File: src/rtl/lockpick_pkg.sv
// lockpick_pkg: screen codes, keycodes, geometry constants and pick-step helpers
package lockpick_pkg;
  typedef enum logic [2:0] {
    SCR_TITLE  = 3'b000,
    SCR_LEVEL1 = 3'b001,
    SCR_LEVEL2 = 3'b010,
    SCR_FAIL   = 3'b100,
    SCR_WIN    = 3'b111
  } screen_t;
  localparam logic [7:0] KEY_W = 8'h1A;
  localparam logic [7:0] KEY_S = 8'h16;
  localparam logic [7:0] KEY_A = 8'h04;
  localparam logic [7:0] KEY_D = 8'h07;
  localparam logic [7:0] KEY_ENTER = 8'h28;
  localparam logic [7:0] KEY_ESC = 8'h29;
  localparam logic [9:0] PICK_START_X = 10'd320;
  localparam logic [9:0] PICK_START_Y = 10'd240;
  localparam logic [9:0] STEP = 10'd2;
  localparam logic [9:0] X_MAX = 10'd639;
  localparam logic [9:0] Y_MAX = 10'd479;
  localparam logic [9:0] TGT1_X = 10'd400;
  localparam logic [9:0] TGT1_Y = 10'd300;
  localparam logic [9:0] TGT2_X = 10'd150;
  localparam logic [9:0] TGT2_Y = 10'd100;
  localparam logic [10:0] TOL = 11'd8;
  localparam logic [5:0] HOLD_FRAMES = 6'd60;
  localparam logic [10:0] LEVEL_FRAMES = 11'd1800;
  function automatic logic [9:0] step_dn(input logic [9:0] v);
    return v < STEP ? 10'd0 : v - STEP;
  endfunction
  function automatic logic [9:0] step_up(input logic [9:0] v, input logic [9:0] lim);
    return v > lim - STEP ? lim : v + STEP;
  endfunction
  function automatic logic in_tol(input logic [9:0] v, input logic [9:0] c);
    logic [10:0] a, b;
    a = {1'b0, v};
    b = {1'b0, c};
    return (a > b ? a - b : b - a) <= TOL;
  endfunction
endpackage

File: src/rtl/rise_detect.sv
// rise_detect: registered previous sample, combinational rising-edge pulse
module rise_detect (
  input  logic clk,
  input  logic rst,
  input  logic d,
  output logic rise
);
  logic prev_q;
  always_ff @(posedge clk) begin
    if (rst) prev_q <= 1'b0;
    else prev_q <= d;
  end
  assign rise = d & ~prev_q;
endmodule

File: src/rtl/lockpick_game_ctrl.sv
// lockpick_game_ctrl: screen sequencer, pick movement, hold counter and level timer
module lockpick_game_ctrl
  import lockpick_pkg::*;
(
  input  logic        Clk,
  input  logic        Reset,
  input  logic        frame_clk,
  input  logic [7:0]  keycode,
  output logic [2:0]  currScreen,
  output logic [9:0]  PickX,
  output logic [9:0]  PickY,
  output logic [10:0] frames_left,
  output logic [5:0]  hold_cnt
);
  screen_t screen_q, screen_d;
  logic [9:0] x_q, x_d, y_q, y_d, mx, my;
  logic [10:0] frames_q, frames_d;
  logic [5:0] hold_q, hold_d, hold_nx;
  logic tick, enter, is_enter, esc, in_win;
  assign is_enter = keycode == KEY_ENTER;
  assign esc = keycode == KEY_ESC;
  rise_detect u_frame (.clk(Clk), .rst(Reset), .d(frame_clk), .rise(tick));
  rise_detect u_enter (.clk(Clk), .rst(Reset), .d(is_enter), .rise(enter));
  always_comb begin
    in_win = screen_q == SCR_LEVEL2 ? in_tol(x_q, TGT2_X) && in_tol(y_q, TGT2_Y)
                                    : in_tol(x_q, TGT1_X) && in_tol(y_q, TGT1_Y);
    hold_nx = in_win ? hold_q + 6'd1 : 6'd0;
    mx = keycode == KEY_A ? step_dn(x_q) : keycode == KEY_D ? step_up(x_q, X_MAX) : x_q;
    my = keycode == KEY_W ? step_dn(y_q) : keycode == KEY_S ? step_up(y_q, Y_MAX) : y_q;
    screen_d = screen_q;
    x_d = x_q;
    y_d = y_q;
    frames_d = frames_q;
    hold_d = hold_q;
    case (screen_q)
      SCR_TITLE: if (enter) begin
        screen_d = SCR_LEVEL1;
        x_d = PICK_START_X;
        y_d = PICK_START_Y;
        frames_d = LEVEL_FRAMES;
        hold_d = 6'd0;
      end
      SCR_LEVEL1, SCR_LEVEL2: if (esc) begin
        screen_d = SCR_TITLE;
        x_d = PICK_START_X;
        y_d = PICK_START_Y;
        frames_d = 11'd0;
        hold_d = 6'd0;
      end else if (tick) begin
        x_d = mx;
        y_d = my;
        hold_d = hold_nx;
        frames_d = frames_q - 11'd1;
        // hold completion wins over a timeout landing on the same tick
        if (hold_nx == HOLD_FRAMES) begin
          hold_d = 6'd0;
          if (screen_q == SCR_LEVEL1) begin
            screen_d = SCR_LEVEL2;
            x_d = PICK_START_X;
            y_d = PICK_START_Y;
            frames_d = LEVEL_FRAMES;
          end else begin
            screen_d = SCR_WIN;
            frames_d = 11'd0;
          end
        end else if (frames_q == 11'd1) begin
          screen_d = SCR_FAIL;
        end
      end
      SCR_WIN, SCR_FAIL: if (enter) begin
        screen_d = SCR_TITLE;
        x_d = PICK_START_X;
        y_d = PICK_START_Y;
        frames_d = 11'd0;
        hold_d = 6'd0;
      end
      default: begin
        screen_d = SCR_TITLE;
        x_d = PICK_START_X;
        y_d = PICK_START_Y;
        frames_d = 11'd0;
        hold_d = 6'd0;
      end
    endcase
  end
  always_ff @(posedge Clk) begin
    if (Reset) begin
      screen_q <= SCR_TITLE;
      x_q <= PICK_START_X;
      y_q <= PICK_START_Y;
      frames_q <= 11'd0;
      hold_q <= 6'd0;
    end else begin
      screen_q <= screen_d;
      x_q <= x_d;
      y_q <= y_d;
      frames_q <= frames_d;
      hold_q <= hold_d;
    end
  end
  assign currScreen = screen_q;
  assign PickX = x_q;
  assign PickY = y_q;
  assign frames_left = frames_q;
  assign hold_cnt = hold_q;
endmodule

File: config.mk
export PLATFORM = sky130hd
export DESIGN_NAME = lockpick_game_ctrl
export DESIGN_NICKNAME = d
export VERILOG_FILES = /design/src/rtl/lockpick_pkg.sv /design/src/rtl/rise_detect.sv /design/src/rtl/lockpick_game_ctrl.sv
export SDC_FILE = /design/constraint.sdc
export NUM_CORES = 1
export LEC_CHECK = 0
export CAP_MARGIN = 20
export CORE_ASPECT_RATIO = 1.75
export CORE_MARGIN = 2
export CORE_UTILIZATION = 59
export DETAILED_ROUTE_END_ITERATION = 7
export GPL_ROUTABILITY_DRIVEN = 0
export PLACE_DENSITY = 0.82
export RECOVER_POWER = 25
export SLEW_MARGIN = 20
export SYNTH_ARGS = -nofsm -noshare
export SYNTH_HDL_FRONTEND = slang
export SYNTH_HIERARCHICAL = 1
export SYNTH_SLANG_ARGS = --single-unit
export TNS_END_PERCENT = 10
File: constraint.sdc
create_clock -name Clk -period 6.1 [get_ports Clk]
set_clock_uncertainty 0.05 [all_clocks]
set_input_delay 1.22 -clock Clk [delete_from_list [all_inputs] [get_ports Clk]]
set_output_delay 1.22 -clock Clk [all_outputs]
set_load 0.01 [all_outputs]
Word-level counts from Yosys, hierarchy flattened. Index checks and enable logic that the tools add are counted.

Flip-flop bits (word level): 42. Bits of input ports: 11. Output and inout port bits: 40. Logic and storage cells: 109.

Add/sub/neg operators: 14. Order comparisons: 12. Equality and inequality tests: 17. Multiplexer cells: 46. Bitwise gates (word level): 4. Reduce and logical (&&, ||, !) cells: 9.

Operator list (count): $mux W10 (18); $mux W11 (10); $le A11 B4 Y1 const B (4); $pmux W10 S2 (2); $pmux W11 S3 (1); $gt A10 B9 Y1 const B (3); $mux W6 (5); $sub A10 B9 Y11 const B (2); $sub A9 B10 Y11 const A (2); $mux W3 (7); $add A10 B2 Y10 const B (2); $lt A10 B2 Y1 const B (2); $sub A10 B2 Y10 const B (2); $eq A8 B3 Y1 const B (2); $eq A8 B5 Y1 const B (2); $eq A8 B6 Y1 const B (2); $pmux W6 S2 (1); $eq A11 B1 Y1 const B (1); $sub A10 B7 Y11 const B (1); $sub A10 B8 Y11 const B (1); $sub A11 B1 Y11 const B (1); $sub A7 B10 Y11 const A (1); $sub A8 B10 Y11 const A (1); $gt A10 B10 Y1 const B (1); 22 further kinds (28).

Longest topological paths before layout.
Word-level depth: 11. Mapped depth: 14. Depth with buffers taken out: 11.

Modules after synthesis. Netlist, hierarchy kept.

Modules (own cells, without submodules): lockpick_game_ctrl (times used 1, cells each 624, area an instance 4576.9 µm²); rise_detect (times used 2, cells each 3, area an instance 47.5 µm²).

Worst setup path before layout. OpenSTA, ideal clock, no wires.

Path type: reg2reg. Start point: register x_q[5], in the netlist PickX[5]. End point: register hold_q[3], in the netlist hold_cnt[3]. Data arrival time: 3.329 ns. Required time: 5.993 ns. Setup slack: 2.664 ns. Cell stages (with the launch flop): 15. Path buffers: 3. Period minus slack after synthesis: 3.436 ns. Cells stage by stage: dfxtp_1 > clkbuf_1 > inv_1 > ha_1 > clkbuf_1 > xor2_1 > o41a_1 > a211oi_1 > o2111ai_1 > nor4b_2 > a41oi_1 > or4_1 > buf_6 > nor3b_2 > a21o_1.

Longest elaborated chain between the ends: 11.

RTL lines: start: declaration (RTL line lockpick_game_ctrl.sv:16) `logic [9:0] x_q, x_d, y_q, y_d, mx, my;`; start signal: assignment (RTL line lockpick_game_ctrl.sv:89) `x_q <= PICK_START_X;`; start signal: assignment (RTL line lockpick_game_ctrl.sv:95) `x_q <= x_d;`; $sub A9 B10 Y11 (tied with other cells) (RTL line lockpick_pkg.sv:38) `return (a > b ? a - b : b - a) <= TOL;`; $mux W11 (RTL line lockpick_pkg.sv:38); $le A11 B4 Y1 (RTL line lockpick_pkg.sv:38); $logic_and A1 B1 Y1, on equally long branches (RTL line lockpick_game_ctrl.sv:26, lockpick_game_ctrl.sv:25); $mux W1 (*) (RTL line lockpick_game_ctrl.sv:25) `in_win = screen_q == SCR_LEVEL2 ? in_tol(x_q, TGT2_X) && in_tol(y_q, TGT2_Y)`; $mux W6 (*) (RTL line lockpick_game_ctrl.sv:27) `hold_nx = in_win ? hold_q + 6'd1 : 6'd0;`; $eq A6 B6 Y1 (RTL line lockpick_game_ctrl.sv:55) `if (hold_nx == HOLD_FRAMES) begin`; $mux W6 (*) (RTL line lockpick_game_ctrl.sv:55); $mux W6 (*) (RTL line lockpick_game_ctrl.sv:49) `end else if (tick) begin`; $mux W6 (*) (RTL line lockpick_game_ctrl.sv:43) `SCR_LEVEL1, SCR_LEVEL2: if (esc) begin`; $pmux W6 S2 (*) (RTL line lockpick_game_ctrl.sv:35) `case (screen_q)`; end signal: assignment (RTL line lockpick_game_ctrl.sv:98) `hold_q <= hold_d;`; end: declaration (RTL line lockpick_game_ctrl.sv:18) `logic [5:0] hold_q, hold_d, hold_nx;`.

Mark *: on every way between the ends. The rest lies on a longest branch, timed or not. The select of a mux whose other input is x is not followed. A chain may end at the register's enable or synchronous reset.

Worst setup path in the final report.
Start point: register y_q[3], in the netlist PickY[3]. End point: register y_q[6], in the netlist PickY[6].

Longest elaborated chain between the ends: 11.

RTL lines: start: declaration (RTL line lockpick_game_ctrl.sv:16); start signal: assignment (RTL line lockpick_game_ctrl.sv:96) `y_q <= y_d;`; $sub A9 B10 Y11 (tied with other cells) (RTL line lockpick_pkg.sv:38); $mux W11 (RTL line lockpick_pkg.sv:38); $le A11 B4 Y1 (RTL line lockpick_pkg.sv:38); $logic_and A1 B1 Y1, on equally long branches (RTL line lockpick_game_ctrl.sv:26, lockpick_game_ctrl.sv:25); $mux W1 (RTL line lockpick_game_ctrl.sv:25); $mux W6 (RTL line lockpick_game_ctrl.sv:27); $eq A6 B6 Y1 (RTL line lockpick_game_ctrl.sv:55); $mux W10 (*) (RTL line lockpick_game_ctrl.sv:55); $mux W10 (*) (RTL line lockpick_game_ctrl.sv:49); $mux W10 (*) (RTL line lockpick_game_ctrl.sv:43); $pmux W10 S2 (*) (RTL line lockpick_game_ctrl.sv:35).

Marked as above.

==> qor.yml <==
setup_path:
  startpoint_type: "flip-flop"
  critPathRequiredTime_ns: 6.24
  cp_cell_sequence: "inv_1 -> ha_1 -> nor3b_2 -> o311ai_2 -> a21boi_2 -> nor2_1 -> nor4b_1 -> a32oi_2 -> o21a_1 -> nand4_1 -> o21a_1"
  crit_path_end_kind: "flip-flop"
  crit_path_max_fanout: 21
  crit_family: "compound AO/OA/AOI/OAI gates"
  crit_type: "reg2reg"
  cp.arrival_ns: 4.53
  cp_slowest_stage_delay_ns: 0.80
  cpMostUsedCell: "o21a_1"
  path_buf_inv: 1
  slowest_stage: "dfxtp_1"
drt:
  dr.pass1.iters: 5
  first_iter_violations: 646
  drc: 0
  wl_per_cell_um: 19.9
  viasPerCell: 7.20
  routed-via-count: 5273
  drt_wl_total_mm: 14.6
  ant_nets: 0
sta:
  worst_pin_slew_ns: 1.17
  period_share_pct: 71.9
  final_max_slew_viol_count: 0
  min_period_ns: 4.39
  rsz0062_at_grt: "no"
  setup_violations: 0
  hold-worst-slack_ns: 0.445
  finalWorstSetupSlack_ns: 1.71
  timing.fmax_mhz: 228
  hold_viol: 0
  finalSetupTns_ns: 0
  slew_headroom_pct: 22.1
global_routing:
  grt_pass1_vias: 4890
  grt_pass1_wl_mm: 23.5
  grt_max_degree: 31
  grt_use_total_pct: 33.3
  grt-ovfl-total: 0
  grt_antenna_before_repair: 0
synthesis:
  yosys_warnings: 6
  synth-compound-area-share_pct: 34.5
  synth-async-reset-ratio_pct: 0
  synthCells: 630
  synthAdderAreaFrac_pct: 4.55
  synth_xor_area_share_pct: 3.37
  synth_seq_cells: 42
  synth_edf_count: 0
  ys_types: 108
  avgSynthCellArea_um2: 7.42
  syn-num-nets: 658
  yosys.area_share.simple_pct: 30.9
  muxShareOfSynthArea_pct: 1.07
  synth-main-ff-cell: "dfxtp_1"
  synth_top_family_by_area: "compound AO/OA/AOI/OAI gates"
  syn_area_um2: 4670
  ys_seq_area_share_pct: 18.0
finish:
  synthToLayoutAreaGrowth_pct: 11.0
  drive_above_1_share_pct: 8.57
  fin_cells: 732
  nNetsFinal: 669
  diodes: 0
  final_util_pct: 66.5
die:
  rows: 43
  ios: 51
  coreArea_um2: 7800
  start_util_pct: 59.9
  die_h_um: 122
  die-area_um2: 8670
  die_w_um: 71.3
pwr:
  power.density_nw_per_um2: 134
  p_leak_uw: 0.00184
  ir_worst_vdd_v: 0.000160
clocking:
  cts_setup_buffers: 0
  clk_latency_ns: 0.29
  cts-resized-gates: 0
  cts_hold_buf: 0
  cts_num_sinks: 42
  clk_path_buf_depth: 2
  cts_tree: "built"
  htree_levels: 2
  cts_root_buf: "clkbuf_16"
  clk_pin_slew_ns: 0.06
  cts_buffers: 5
run_status:
  status: "complete, no violations"
min_path:
  min_path_type: "reg2reg"
place:
  dpl.hpwl_mm: 10.6
  preCtsSetupSlack_ns: 1.65
  place_inst: 724
  portBuffers: 50
run:
  drv_cap: 0
## per-stage QoR
| stage | power, uW | area [um2] |
|---|---|---|
| 2_1_floorplan | 352 | 4670 |
| 3_3_place_gp | 388 | 5020 |
| 3_5_place_dp | 391 | 5020 |
| 4_1_cts | 693 | 5190 |
| 5_1_grt | 713 | 5190 |
| 6_report | 694 | 5190 |
## cell type report
class	instances	area, um2
Multi-Input combinational cell	519	3480
Fill cell	681	2620
Sequential cell	42	841
Timing Repair Buffer	52	512
Clock buffer	6	129
Tap cell	90	113
Inverter	21	78.8
Clock inverter	2	37.5
## synthesized netlist by cell type, drive strengths merged, types with 4 or more instances
master	count	area [um2]
a211o	6	52.6
a311oi	5	50.0
a211oi	8	65.1
a21oi	44	220
a41oi	4	35.0
clkbuf	28	130
nand3	24	120
a22oi	5	37.5
dfxtp	42	841
nor2b	12	105
o2111ai	4	35.0
mux2i	5	50.1
a21o	8	60.1
o221ai	6	58.8
nor2	51	194
inv	20	75.1
nor3	25	140
ha	17	213
o21a	9	76.3
nand2	55	209
o211ai	8	65.1
o22ai	8	50.1
nand2b	8	60.1
a21boi	7	60.1
or2	5	31.3
and3	11	70.1
nor4	15	121
nor3b	8	75.1
o21ai	44	220
or3	10	68.8
nand4	10	62.6
xnor2	15	131
a31oi	16	100
a32oi	4	42.6
buf	20	146
## final timing paths
| check | end | slack, ns | cells past startpoint | from |
|---|---|---|---|---|
| setup / recovery | PickY[6] | 1.71 | 11 | PickY[3] |
| hold / removal | hold_cnt[1] | 0.44 | 2 | hold_cnt[1] |
| setup reg to reg | PickY[6] | 1.71 | 11 | PickY[3] |
| hold reg to reg | hold_cnt[1] | 0.44 | 2 | hold_cnt[1] |
## flip-flops by register name, summed over array words and instances, names as in the netlist
| register | flops |
|---|---|
| frames_left | 11 |
| PickX | 10 |
| PickY | 10 |
| hold_cnt | 6 |
| currScreen | 3 |
| u_enter/prev_q | 1 |
| u_frame/prev_q | 1 |
## layout by cell type, fill, tap and decap left out, drive strengths merged, types with 6 or more instances in the layout
master | synthesis | routed
dfxtp | 42 | 42
and3 | 11 | 11
o21a | 9 | 9
or3 | 10 | 10
a31oi | 16 | 16
nand2b | 8 | 8
a211oi | 8 | 8
a21oi | 44 | 44
o21ai | 44 | 44
ha | 17 | 17
dlygate4sd3 | 0 | 19
clkbuf | 28 | 7
clkdlybuf4s50 | 0 | 31
nand2 | 55 | 55
o221ai | 6 | 6
nor3b | 8 | 8
nand4 | 10 | 10
inv | 20 | 20
xnor2 | 15 | 15
a21o | 8 | 8
nor2 | 51 | 51
nor2b | 12 | 12
nor3 | 25 | 25
a21boi | 7 | 7
nor4 | 15 | 15
a211o | 6 | 6
nand3 | 24 | 24
o22ai | 8 | 8
o211ai | 8 | 8
## metal layers
layer  GRT usage, %  vias up  share of wire, %
li1               -     2428                 -
met1           37.8     2467                37
met2           56.8      302                50
met3           2.98       76               5.9
met4           24.4        0               6.8
met5              0        -                 0
## cell families (layout without fill, tap and decap cells)
| group | after synthesis | count (layout) |
|---|---|---|
| flops | 42 | 42 |
| fa+ha+maj | 17 | 17 |
| xor+xnor | 18 | 18 |
| simple gates | 255 | 255 |
| mux | 5 | 5 |
| compound gates | 224 | 224 |
| buf+inv | 69 | 81 |
## report_power, final
group | internal [uW] | switching, uW | leakage [uW] | total, uW
logic | 36.1 | 58.4 | 0.00142 | 94.5
clock network | 193 | 115 | 0.0000771 | 309
registers | 281 | 9.89 | 0.000339 | 291
total | 510 | 184 | 0.00184 | 694
## worst register-to-register path: stages (launching register included)
cell and delay, ns:
dfxtp_1 0.80, inv_1 0.35, ha_1 0.30, nor3b_2 0.19, o311ai_2 0.50, a21boi_2 0.30
nor2_1 0.06, nor4b_1 0.16, a32oi_2 0.76, o21a_1 0.50, nand4_1 0.18, o21a_1 0.15
No activity file was read; power rests on OpenSTA's default activity.
